<file path="config.mk">
export PLATFORM = sky130hd
export DESIGN_NAME = hex_display_hold
export DESIGN_NICKNAME = d
export VERILOG_FILES = /design/src/rtl/hex_display_hold.sv
export SDC_FILE = /design/constraint.sdc
export NUM_CORES = 1
export LEC_CHECK = 0
export BUFFER_PORTS_ARGS = -buffer_cell sky130_fd_sc_hd__buf_2
export CAP_MARGIN = 20
export CORE_MARGIN = 3
export CORE_UTILIZATION = 51
export CTS_CLUSTER_SIZE = 40
export DETAILED_ROUTE_END_ITERATION = 8
export GPL_TIMING_DRIVEN = 0
export PLACE_DENSITY = 0.7
export SETUP_SLACK_MARGIN = 0.05
export SLEW_MARGIN = 20
export SYNTH_ARGS = -nofsm -noshare
export SYNTH_HDL_FRONTEND = slang
export SYNTH_SLANG_ARGS = --single-unit
</file>
<file path="constraint.sdc">
create_clock -name clk -period 4.4 [get_ports clk]
set_clock_uncertainty 0.2 [all_clocks]
set_input_delay 0.88 -clock clk [delete_from_list [all_inputs] [get_ports clk]]
set_output_delay 0.88 -clock clk [all_outputs]
set_load 0.02 [all_outputs]
</file>
<file path="src/rtl/hex_display_hold.sv">
// N-digit hex seven-segment driver with a retriggerable hold timer, optional
// leading-zero blanking and a time-multiplexed common-anode scan output.
module hex_display_hold #(
   parameter int unsigned NDIGITS     = 2,
   parameter int unsigned CNT_W       = 32,
   parameter int unsigned HOLD_CYCLES = 32'h9fffff,
   parameter int unsigned SCAN_DIV    = 1024,
   parameter bit          LZ_BLANK    = 1'b0
) (
   input  logic                 clk,
   input  logic                 rst,
   input  logic                 ready,
   input  logic                 clear,
   input  logic [4*NDIGITS-1:0] in,
   output logic [7*NDIGITS-1:0] out,
   output logic [6:0]           scan_seg,
   output logic [NDIGITS-1:0]   scan_an,
   output logic                 active
);

   localparam int unsigned DW    = 4 * NDIGITS;
   localparam int unsigned SW    = 7 * NDIGITS;
   localparam int unsigned DIV_W = (SCAN_DIV > 1) ? $clog2(SCAN_DIV) : 1;
   localparam int unsigned IDX_W = (NDIGITS > 1) ? $clog2(NDIGITS) : 1;

   logic [DW-1:0]      data_q;
   logic [CNT_W-1:0]   cnt;
   logic [DIV_W-1:0]   div;
   logic [IDX_W-1:0]   idx;
   logic [SW-1:0]      seg_all;
   logic               upper_zero;
   logic [6:0]         scan_pick;
   logic [NDIGITS-1:0] an_pick;

   function automatic logic [6:0] hex7(input logic [3:0] d);
      logic [6:0] s;
      case (d)
         4'h0: s = 7'h40;
         4'h1: s = 7'h79;
         4'h2: s = 7'h24;
         4'h3: s = 7'h30;
         4'h4: s = 7'h19;
         4'h5: s = 7'h12;
         4'h6: s = 7'h02;
         4'h7: s = 7'h78;
         4'h8: s = 7'h00;
         4'h9: s = 7'h10;
         4'hA: s = 7'h08;
         4'hB: s = 7'h03;
         4'hC: s = 7'h46;
         4'hD: s = 7'h21;
         4'hE: s = 7'h06;
         default: s = 7'h0E;
      endcase
      return s;
   endfunction

   assign active = (cnt != '0);

   // Capture and hold timer: clear beats ready beats decrement.
   always_ff @(posedge clk or posedge rst) begin
      if (rst) begin
         data_q <= '0;
         cnt    <= '0;
      end else if (clear) begin
         cnt <= '0;
      end else if (ready) begin
         data_q <= in;
         cnt    <= CNT_W'(HOLD_CYCLES);
      end else if (cnt != '0) begin
         cnt <= cnt - CNT_W'(1);
      end
   end

   // Walk from the top digit down; a digit is blanked while all digits at and above it are zero.
   always_comb begin
      seg_all    = '1;
      upper_zero = 1'b1;
      for (int i = int'(NDIGITS) - 1; i >= 0; i--) begin
         upper_zero = upper_zero && (data_q[4*i +: 4] == 4'h0);
         if (LZ_BLANK && (i != 0) && upper_zero)
            seg_all[7*i +: 7] = 7'h7F;
         else
            seg_all[7*i +: 7] = hex7(data_q[4*i +: 4]);
      end
   end

   always_comb begin
      scan_pick = 7'h7F;
      an_pick   = '1;
      for (int i = 0; i < int'(NDIGITS); i++) begin
         if (idx == IDX_W'(i)) begin
            scan_pick  = seg_all[7*i +: 7];
            an_pick[i] = 1'b0;
         end
      end
   end

   // Free-running scan slot divider and digit index.
   always_ff @(posedge clk or posedge rst) begin
      if (rst) begin
         div <= '0;
         idx <= '0;
      end else if (div == DIV_W'(SCAN_DIV - 1)) begin
         div <= '0;
         idx <= (idx == IDX_W'(NDIGITS - 1)) ? '0 : idx + IDX_W'(1);
      end else begin
         div <= div + DIV_W'(1);
      end
   end

   always_ff @(posedge clk or posedge rst) begin
      if (rst) begin
         out      <= '1;
         scan_seg <= 7'h7F;
         scan_an  <= '1;
      end else begin
         out      <= active ? seg_all   : '1;
         scan_seg <= active ? scan_pick : 7'h7F;
         scan_an  <= active ? an_pick   : '1;
      end
   end

endmodule

</file>
After elaboration in Yosys (flattened, before gate mapping)
Memory sizes are Yosys's and may differ from the RTL's.
Index checks and enable logic that the tools add are counted.
{"block": "totals", "in_bits": 12, "elab_cells": 28, "output_inout_bits": 24, "memories": 2, "rom_bits": 224, "regBits": 74}
{"name": "(no name shown)", "words": 16, "word_bits": 7, "read_ports": 1, "rd_ports_with_merged_regs": 0, "wr": 0, "line_no": "37", "rtl": "case (d)"}
{"name": "(no name shown)", "words": 16, "word_bits": 7, "read_ports": 1, "rd_ports_with_merged_regs": 0, "wr": 0, "line_no": "37"}
{"block": "classes", "n_bitwise": 1, "reduce_logical": 3, "addsub": 3, "n_eq_ne": 1, "mux": 11}
{"operator": "$mux 32", "count": 3}
{"operator": "$reduce_bool 32->1", "count": 1}
{"operator": "$sub 32x1->32 const B", "count": 1}
{"operator": "$mux 14", "count": 1}
{"operator": "$mux 7", "count": 2}
{"operator": "$add 10x1->10 const B", "count": 1}
{"operator": "$eq 10x10->1 const B", "count": 1}
{"operator": "$mux 10", "count": 1}
{"operator": "$mux 1", "count": 3}
{"operator": "$reduce_bool 3->1", "count": 1}
{"operator": "$mux 2", "count": 1}
{"operator": "$reduce_and 2->1", "count": 1}
{"operator": "$add 1x1->1 const B", "count": 1}
{"operator": "$not 1->1", "count": 1}

Depth between registers and ports, before layout
Gate-level depths: netlist (run 1).
{"block": "logic_depth", "ltp_word": 4, "ltp_mapped": 9, "ltp_nobuf": 7}

Worst setup path before layout (run 1)
OpenSTA, ideal clock, no wires.
{"block": "synth_path", "path_type": "register -> output", "startpoint": "register cnt[3]", "endpoint": "output port active", "path_buffers": 3, "slack_ns": 1.005, "t_arrival_ns": 2.315, "required_time_ns": 3.320, "stages_incl_launch_ff": 7, "path_cell_list": "dfrtp_1 -> or4_1 -> buf_2 -> or3_4 -> or4_4 -> buf_6 -> buf_2"}
{"block": "synth_via", "elab_chain_len": 1}
{"item": "from (decl)", "line_no": "27", "rtl": "logic [CNT_W-1:0] cnt;"}
{"item": "from (signal assigned)", "line_no": "69", "rtl": "cnt <= CNT_W'(HOLD_CYCLES);"}
{"item": "from (signal assigned)", "line_no": "71", "rtl": "cnt <= cnt - CNT_W'(1);"}
{"item": "$reduce_bool 32->1", "line_no": "58", "rtl": "assign active = (cnt != '0);"}
{"item": "to (decl)", "line_no": "18", "rtl": "output logic active"}
Every way passes these cells.

Worst setup path after layout (run 1)
{"block": "layout_path", "startpoint": "register cnt[7]", "endpoint": "output port active"}
The elaborated chain is that of the path after synthesis.

==> results.cfg, run 1 <==
[worst_setup_path]
cp_slowest_cell = or4_1
crit_fanout = 10
cp.required_ps = 3320
cpPeakStageDelay_ps = 550
reg2reg_slack_ps = 1290
crit_chain = or4_1 > clkbuf_1 > or3_4 > or4_4 > buf_6 > buf_2 > buf_2
cp.arrival_ps = 2990
path_class = flip-flop to output port
critPathCaptureType = output port
critPathBufInv = 4
crit_top_cell = buf_2
worstSetupStartpointType = flip-flop
crit_family = simple AND/OR/NAND/NOR gates

[final_layout]
final_common_cell = nand2_1
layout.cells.non_filler = 553
final_cell_area_um2 = 4480
syn2layout_area_growth_pct = 13.1
finalNetCount = 476
layout_common_cells = nand2_1, dfrtp_1, buf_2
antenna_cells = 0
drive_above_1_share_pct = 22.2

[drt]
ant_nets = 0
drt_iter0_drc = 142
via_count = 3165
vias_per_cell = 5.72
firstDrtPassIters = 5
wl_mm = 8.64
wl_per_cell_um = 15.6
drcViolationCount = 0

[timing]
rsz0062_at_grt = no
setup_violations = 0
fin_crit_ps = 4070
fmax_mhz = 246
finalCritPeriodShare_pct = 92.4
worst_slew_pin_slew_ps = 712
drv_slew = 0
fin_tns_setup_ps = 0
setup_ws_ps = 334
relSlewSlack_pct = 52.3
hold_viol = 0

[logic_synthesis]
ys_seq_area_share_pct = 47.5
synthesis.nets = 430
synth_top_area_share_pct = 32.2
synth_edf_count = 0
synthFlopType = dfrtp_1
yosys_warnings = 0
async_flop_share_pct = 100
yosysUniqueCellTypes = 56
synthTopCellsByArea = dfrtp_1, dfstp_2, nand2_1
ys_seq_elements = 74
yosysTopAreaCell = dfrtp_1
synth_area_um2 = 3960
avgSynthCellArea_um2 = 9.83
postSynthCellCount = 403

[clock_network]
cts_root_buf = clkbuf_8
cts_setup_buffers = 0
cts_hold_buf = 0
numCtsBuffers = 9
cts_tree = built
cts_resized = 0
clk_pin_slew_ps = 80
clock_sinks = 74
htree_levels = 3
clk_latency_ps = 350
cts_buffer_depth = 2

[power]
swShare_pct = 30.8
powerDensity_nw_per_um2 = 377
p_sw_uw = 521
power.leakage_uw = 0.00203
pwr-share-clk_pct = 30.9
p_seq_share_pct = 48.3
comb_power_share_pct = 20.8
intPower_uw = 1170
peakVddDrop_mv = 0.185
total_power_uw = 1690

[global_routing]
track_usage_pct = 21.1
grt_pass1_vias = 3058
grt_max_degree = 49
grt_pass1_wl_mm = 14.5
overflow = 0
antenna_found_initial = 0

[die]
initial_core_util_pct = 53.5
ioPinCount = 36
die_y_um = 94.1
core_area_um2 = 7410
dieArea_um2 = 8860
rows = 31
die_x_um = 94.1

[place]
place_area_um2 = 4290
gp_congestion = 0.883
placed_cells = 537
io_buffers = 34
dpl.hpwl_mm = 6.20
place_ws_ps = 710

[min_path]
hp-class = flip-flop to flip-flop

[run_status]
status = complete, no violations

[job]
maxCapViolCount = 0
-- flip-flops by register name, summed over array words and instances (netlist names) --
signal,flops
cnt,32
out,14
div,10
data_q,8
scan_seg,7
scan_an,2
idx,1
-- metal layers --
metal | GRT usage, % | vias up | part of all wire [%] | wire (µm)
li1 | - | 1540 | - | -
met1 | 26.7 | 1535 | 44 | 3840
met2 | 34.0 | 75 | 49 | 4220
met3 | 5.37 | 15 | 4.6 | 399
met4 | 9.15 | 0 | 2.1 | 179
met5 | 0 | - | 0 | 0
-- path summary, 6_finish.rpt --
check | startpoint | end | cells after the start
worst min register to register | div[9] | div[9] | 1
worst max register to register | cnt[7] | cnt[12] | 7
max in group asynchronous | rst | out[13] | 3
min in group asynchronous | rst | cnt[5] | 2
worst min-delay path | div[9] | div[9] | 1
worst max-delay path | cnt[7] | active | 7
-- area by class of cell --
type,count,area (µm²)
Clock buffer,10,128
Sequential cell,74,1880
Tap cell,99,124
Buffer,21,97.6
Timing Repair Buffer,35,198
Multi-Input combinational cell,294,1930
Inverter,14,55.1
Fill cell,641,2930
Clock inverter,6,67.6
-- power by group through the flow --
stage               sequential (µW)  clock (µW)  combinational [µW]
CTS                             816         539                 354
detailed placement              829           0                 353
floorplan                       880           0                 197
global route                    825         566                 393
global placement                825           0                 344
finish                          816         522                 352
-- worst reg2reg max path: cells and delay by family (launching register included) --
| family | cells | cell delay [ps] |
|---|---|---|
| AO/OA/AOI/OAI | 1 | 100 |
| buffers and inverters | 2 | 460 |
| flip-flops | 1 | 440 |
| AND/OR/NAND/NOR | 4 | 1780 |
-- kinds of logic (layout without fill, tap and decap cells) --
logic type,after synthesis,after routing,share of synthesized area (%)
adder cells (fa/ha/maj),15,15,4.74
XOR/XNOR,16,16,3.54
buffers and inverters,35,86,3.79
multiplexers,16,16,4.89
flip-flops,74,74,47.5
AND/OR/NAND/NOR,180,180,24.2
AO/OA/AOI/OAI,67,67,11.4
-- synthesized netlist by cell type (all sizes together), types with 3 or more instances --
cell,count
nand2b,7
mux2i,7
mux2,7
or2,5
a211oi,3
dfrtp,51
nor4,10
or4,9
and2,3
nand3,7
a2111oi,5
clkbuf,14
nand2,53
nor3b,4
a21oi,20
o31ai,8
dfstp,23
ha,15
buf,7
inv,14
a311oi,4
o21ai,13
nor4b,5
and3,7
nor3,22
xor2,11
nor2,32
or3,6
xnor2,5
-- per-stage QoR --
step / hold WS, ps / util [%]
6_report: 274 / 60.5
5_1_grt: 301 / 60.5
4_1_cts: 278 / 60.5
3_5_place_dp: 265 / 57.9
3_3_place_gp: 254 / 57.5
2_1_floorplan: 237 / -
No activity file was read; power rests on OpenSTA's default activity.
==> run 2: changes to the inputs <==
CELL_PAD_IN_SITES_DETAIL_PLACEMENT = 2   (was not set)
CELL_PAD_IN_SITES_GLOBAL_PLACEMENT = 2   (was not set)
CORE_UTILIZATION = 38   (was 51)
PLACE_DENSITY = not set   (was 0.7)
PLACE_DENSITY_LB_ADDON = 0.1   (was not set)
==> run 2 against run 1 <==
Combinational power up 5%. Via count up 2.6%. Critical path type unchanged. Cell count up 6.1%. Critical path depth unchanged. Clock power down 7.3%. Cell area up 0.39%. Register-to-register slack worse by 80 ps. Die area up 32%. Sequential power up 0.6%. Total power down 0.80%.
==> results.cfg, run 2 (synthesized netlist as in run 1, its figures left out) <==
[drt]
firstDrtPassIters = 4
wl_per_cell_um = 19.7
via_count = 3248
ant_nets = 0
drcViolationCount = 0
drt_iter0_drc = 119
vias_per_cell = 5.53
wl_mm = 11.5

[timing]
rsz0062_at_grt = no
drv_slew = 0
fmax_mhz = 242
hold_viol = 0
finalCritPeriodShare_pct = 93.8
worst_slew_pin_slew_ps = 780
setup_violations = 0
fin_crit_ps = 4130
fin_tns_setup_ps = 0
relSlewSlack_pct = 47.6

[power]
pwr-share-clk_pct = 28.9
swShare_pct = 33.6
powerDensity_nw_per_um2 = 373
p_sw_uw = 563
intPower_uw = 1110
total_power_uw = 1680
comb_power_share_pct = 22.2
power.leakage_uw = 0.00202
peakVddDrop_mv = 0.147
p_seq_share_pct = 49.0

[clock_network]
cts_hold_buf = 0
htree_levels = 3
cts_tree = built
cts_buffer_depth = 2
clk_latency_ps = 370
numCtsBuffers = 9
cts_resized = 0
clock_sinks = 74
clk_pin_slew_ps = 80
cts_root_buf = clkbuf_8
cts_setup_buffers = 0

[die]
rows = 36
core_area_um2 = 9950
dieArea_um2 = 11700
initial_core_util_pct = 39.8
die_x_um = 108
ioPinCount = 36
die_y_um = 108

[final_layout]
syn2layout_area_growth_pct = 13.5
antenna_cells = 0
layout_common_cells = nand2_1, dfrtp_1, buf_2
reg_top3 = cnt x32, out x14, div x10
drive_above_1_share_pct = 22.2
regMostFlops = cnt
finalNetCount = 476
final_common_cell = nand2_1
largest_reg_flops = 32

[worst_setup_path]
cp_slowest_cell = or4_4
crit_fanout = 10
path_class = flip-flop to output port
critPathCaptureType = output port
cp.arrival_ps = 3050
crit_chain = or4_1 > clkbuf_1 > or3_4 > or4_4 > buf_6 > buf_2 > buf_2
cpPeakStageDelay_ps = 540
worstSetupStartpointType = flip-flop
cp.required_ps = 3320
startpoint = cnt[7]
r2r-start = cnt[23]
crit_top_cell = buf_2

[job]
maxCapViolCount = 0

[global_routing]
grt_pass1_vias = 3543
antenna_found_initial = 0
grt_pass1_wl_mm = 19.4
track_usage_pct = 21.6
grt_max_degree = 55
overflow = 0

[place]
gp_congestion = 0.786
dpl.hpwl_mm = 8.19
io_buffers = 34

[min_path]
hp-class = input pin to async pin

[run_status]
status = complete, no violations
## run 2: cell types whose count changed in the layout (fill, tap and decap cells not counted), sizes merged
cell / delta
inv: +1
bufinv: -1
## run 2: worst paths after layout
check	to	slack (ps)	cells after the start
setup / recovery	active	270	7
max in group asynchronous	out[1]	3120	3
hold reg to reg	div[8]	270	1
min in group clk	div[8]	270	1
setup reg to reg	cnt[7]	1210	7
hold / removal	cnt[24]	270	2
## run 2: area by class of cell
class	instances	area, µm²
Tap cell	133	166
Buffer	21	97.6
Multi-Input combinational cell	294	1930
Clock inverter	6	42.5
Inverter	14	55.1
Sequential cell	74	1880
Fill cell	1097	5460
Timing Repair Buffer	35	198
Clock buffer	10	128
## run 2: metal layers
| layer | global-route usage [%] | up-vias | wire (µm) |
|---|---|---|---|
| li1 | - | 1533 | - |
| met1 | 29.9 | 1671 | 5560 |
| met2 | 34.4 | 32 | 5550 |
| met3 | 3.16 | 12 | 230 |
| met4 | 8.30 | 0 | 197 |
| met5 | 0 | - | 0 |
## run 2: per-stage QoR
step / area [µm²] / hold WS [ps] / setup slack [ps] / cells / util [%]
2_1_floorplan: 3960 / 237 / 1010 / 403 / -
3_3_place_gp: 4300 / 256 / 416 / 570 / 43.2
3_5_place_dp: 4330 / 264 / 687 / 571 / 43.5
4_1_cts: 4500 / 263 / 263 / 587 / 45.2
5_1_grt: 4500 / 275 / 170 / 587 / 45.2
6_report: 4500 / 269 / 272 / 587 / 45.2
## run 2: worst max-delay path, delay by kind of cell, from the launching register on
kind / cells / cell delay, ps
buffers and inverters: 4 / 770
flip-flops: 1 / 440
AND/OR/NAND/NOR: 3 / 1460
## run 2: power by group through the flow
stage / clock, µW / combinational [µW] / sequential [µW]
after floorplan: 0 / 197 / 880
after global placement: 0 / 353 / 832
after detailed placement: 0 / 372 / 836
after CTS: 502 / 378 / 823
after global routing: 528 / 416 / 834
final: 484 / 371 / 821
==> run 3: changes to the inputs <==
CORE_ASPECT_RATIO = 2   (was not set)
CTS_CLUSTER_SIZE = 20   (was 40)
REMOVE_ABC_BUFFERS = 1   (was not set)
==> run 3 against run 2 <==
Combinational power is 5.9% lower. Clock power is 52% higher. Global-route usage is 0.54 points lower. Critical path type unchanged. Largest power group unchanged.
==> results.cfg, run 3 (synthesized netlist as in run 1, its figures left out) <==
[power]
swShare_pct = 30.0
comb_power_share_pct = 18.2
powerDensity_nw_per_um2 = 424
p_seq_share_pct = 43.5
intPower_uw = 1350
power.leakage_uw = 0.00203
pwr-share-clk_pct = 38.3
peakVddDrop_mv = 0.215
p_sw_uw = 576

[die]
die_y_um = 150
dieArea_um2 = 11800
core_area_um2 = 10100
ioPinCount = 36
die_x_um = 78.2
initial_core_util_pct = 39.0
rows = 52

[drt]
drcViolationCount = 0
wl_per_cell_um = 19.9
via_count = 3155
wl_mm = 11.3
vias_per_cell = 5.54
drt_iter0_drc = 125
ant_nets = 0
firstDrtPassIters = 4

[clock_network]
clk_latency_ps = 330
cts_hold_buf = 0
clk_pin_slew_ps = 60
cts_resized = 0
cts_root_buf = clkbuf_16
cts_buffer_depth = 2
clock_sinks = 74
cts_setup_buffers = 0
numCtsBuffers = 9
cts_tree = built
htree_levels = 3

[timing]
relSlewSlack_pct = 46.1
hold_viol = 0
fin_tns_setup_ps = 0
finalCritPeriodShare_pct = 91.4
fmax_mhz = 249
worst_slew_pin_slew_ps = 806
setup_violations = 0
fin_crit_ps = 4020
rsz0062_at_grt = no
drv_slew = 0

[worst_setup_path]
cp.required_ps = 3320
worstSetupStartpointType = flip-flop
cp.arrival_ps = 2940
crit_fanout = 26
path_class = flip-flop to output port
critPathCaptureType = output port

[global_routing]
grt_use_met2_pct = 41.7
grt_busiest_layer = met2
grt_util_met3_pct = 2.81
grt_pass1_vias = 3623
grt_pass1_wl_mm = 19.1
antenna_found_initial = 0
overflow = 0
use_met1_pct = 22.5
grt_max_degree = 51
track_usage_pct = 21.1

[place]
io_buffers = 35
gp_congestion = 0.710
dpl.hpwl_mm = 7.89

[final_layout]
final_common_cell = nand2_1
regMostFlops = cnt
largest_reg_flops = 32
finalNetCount = 456
antenna_cells = 0
reg_top3 = cnt x32, out x14, div x10
layout_common_cells = nand2_1, dfrtp_1, buf_2
final_core_utilization_pct = 44.7
drive_above_1_share_pct = 22.4
syn2layout_area_growth_pct = 14.4

[min_path]
hp-class = flip-flop to flip-flop

[job]
maxCapViolCount = 0

[run_status]
status = complete, no violations
## run 3: cell type report
| cell class | instances | area, µm² |
|---|---|---|
| fill | 1135 | 5620 |
| multi-input combinational | 294 | 1930 |
| sequential | 74 | 1880 |
| clock buffer | 10 | 229 |
| timing repair buffer | 36 | 203 |
| tap | 135 | 169 |
| clock inverter | 6 | 66.3 |
| inverter | 14 | 55.1 |
## run 3: worst paths after layout
kind | from | to | slack (ps) | cells past startpoint
worst max register to register | cnt[3] | cnt[12] | 1160 | 5
worst min-delay path | div[9] | div[9] | 270 | 1
worst max-delay path | cnt[3] | active | 380 | 4
worst min register to register | div[9] | div[9] | 270 | 1
min in group asynchronous | rst | cnt[4] | 320 | 2
max in group asynchronous | rst | out[8] | 3060 | 3
## run 3: per-stage QoR
stage	worst slack [ps]	instances	area (µm²)	hold slack (ps)	power [µW]
5_1_grt	296	569	4530	310	2020
3_5_place_dp	731	553	4240	265	1200
3_3_place_gp	461	552	4210	256	1180
4_1_cts	364	569	4530	276	1950
6_report	380	569	4530	273	1920
2_1_floorplan	1150	382	3860	237	1070
## run 3: worst max-delay path: stages (launching register included)
cell and delay, ps:
dfrtp_1 450, or4_1 720, or3_4 450, or4_4 740, buf_2 240
## run 3: layer usage
metal  wire length [µm]  up-vias
li1                   -     1494
met3                197        9
met5                  0        -
met1               4280     1618
met4                142        0
met2               6720       34
## run 3: power groups by stage
stage / Combinational (µW) / Sequential, µW / Clock, µW
floorplan: 178 / 889 / 0
global placement: 336 / 844 / 0
detailed placement: 351 / 846 / 0
CTS: 357 / 837 / 756
global route: 389 / 848 / 788
finish: 349 / 837 / 736
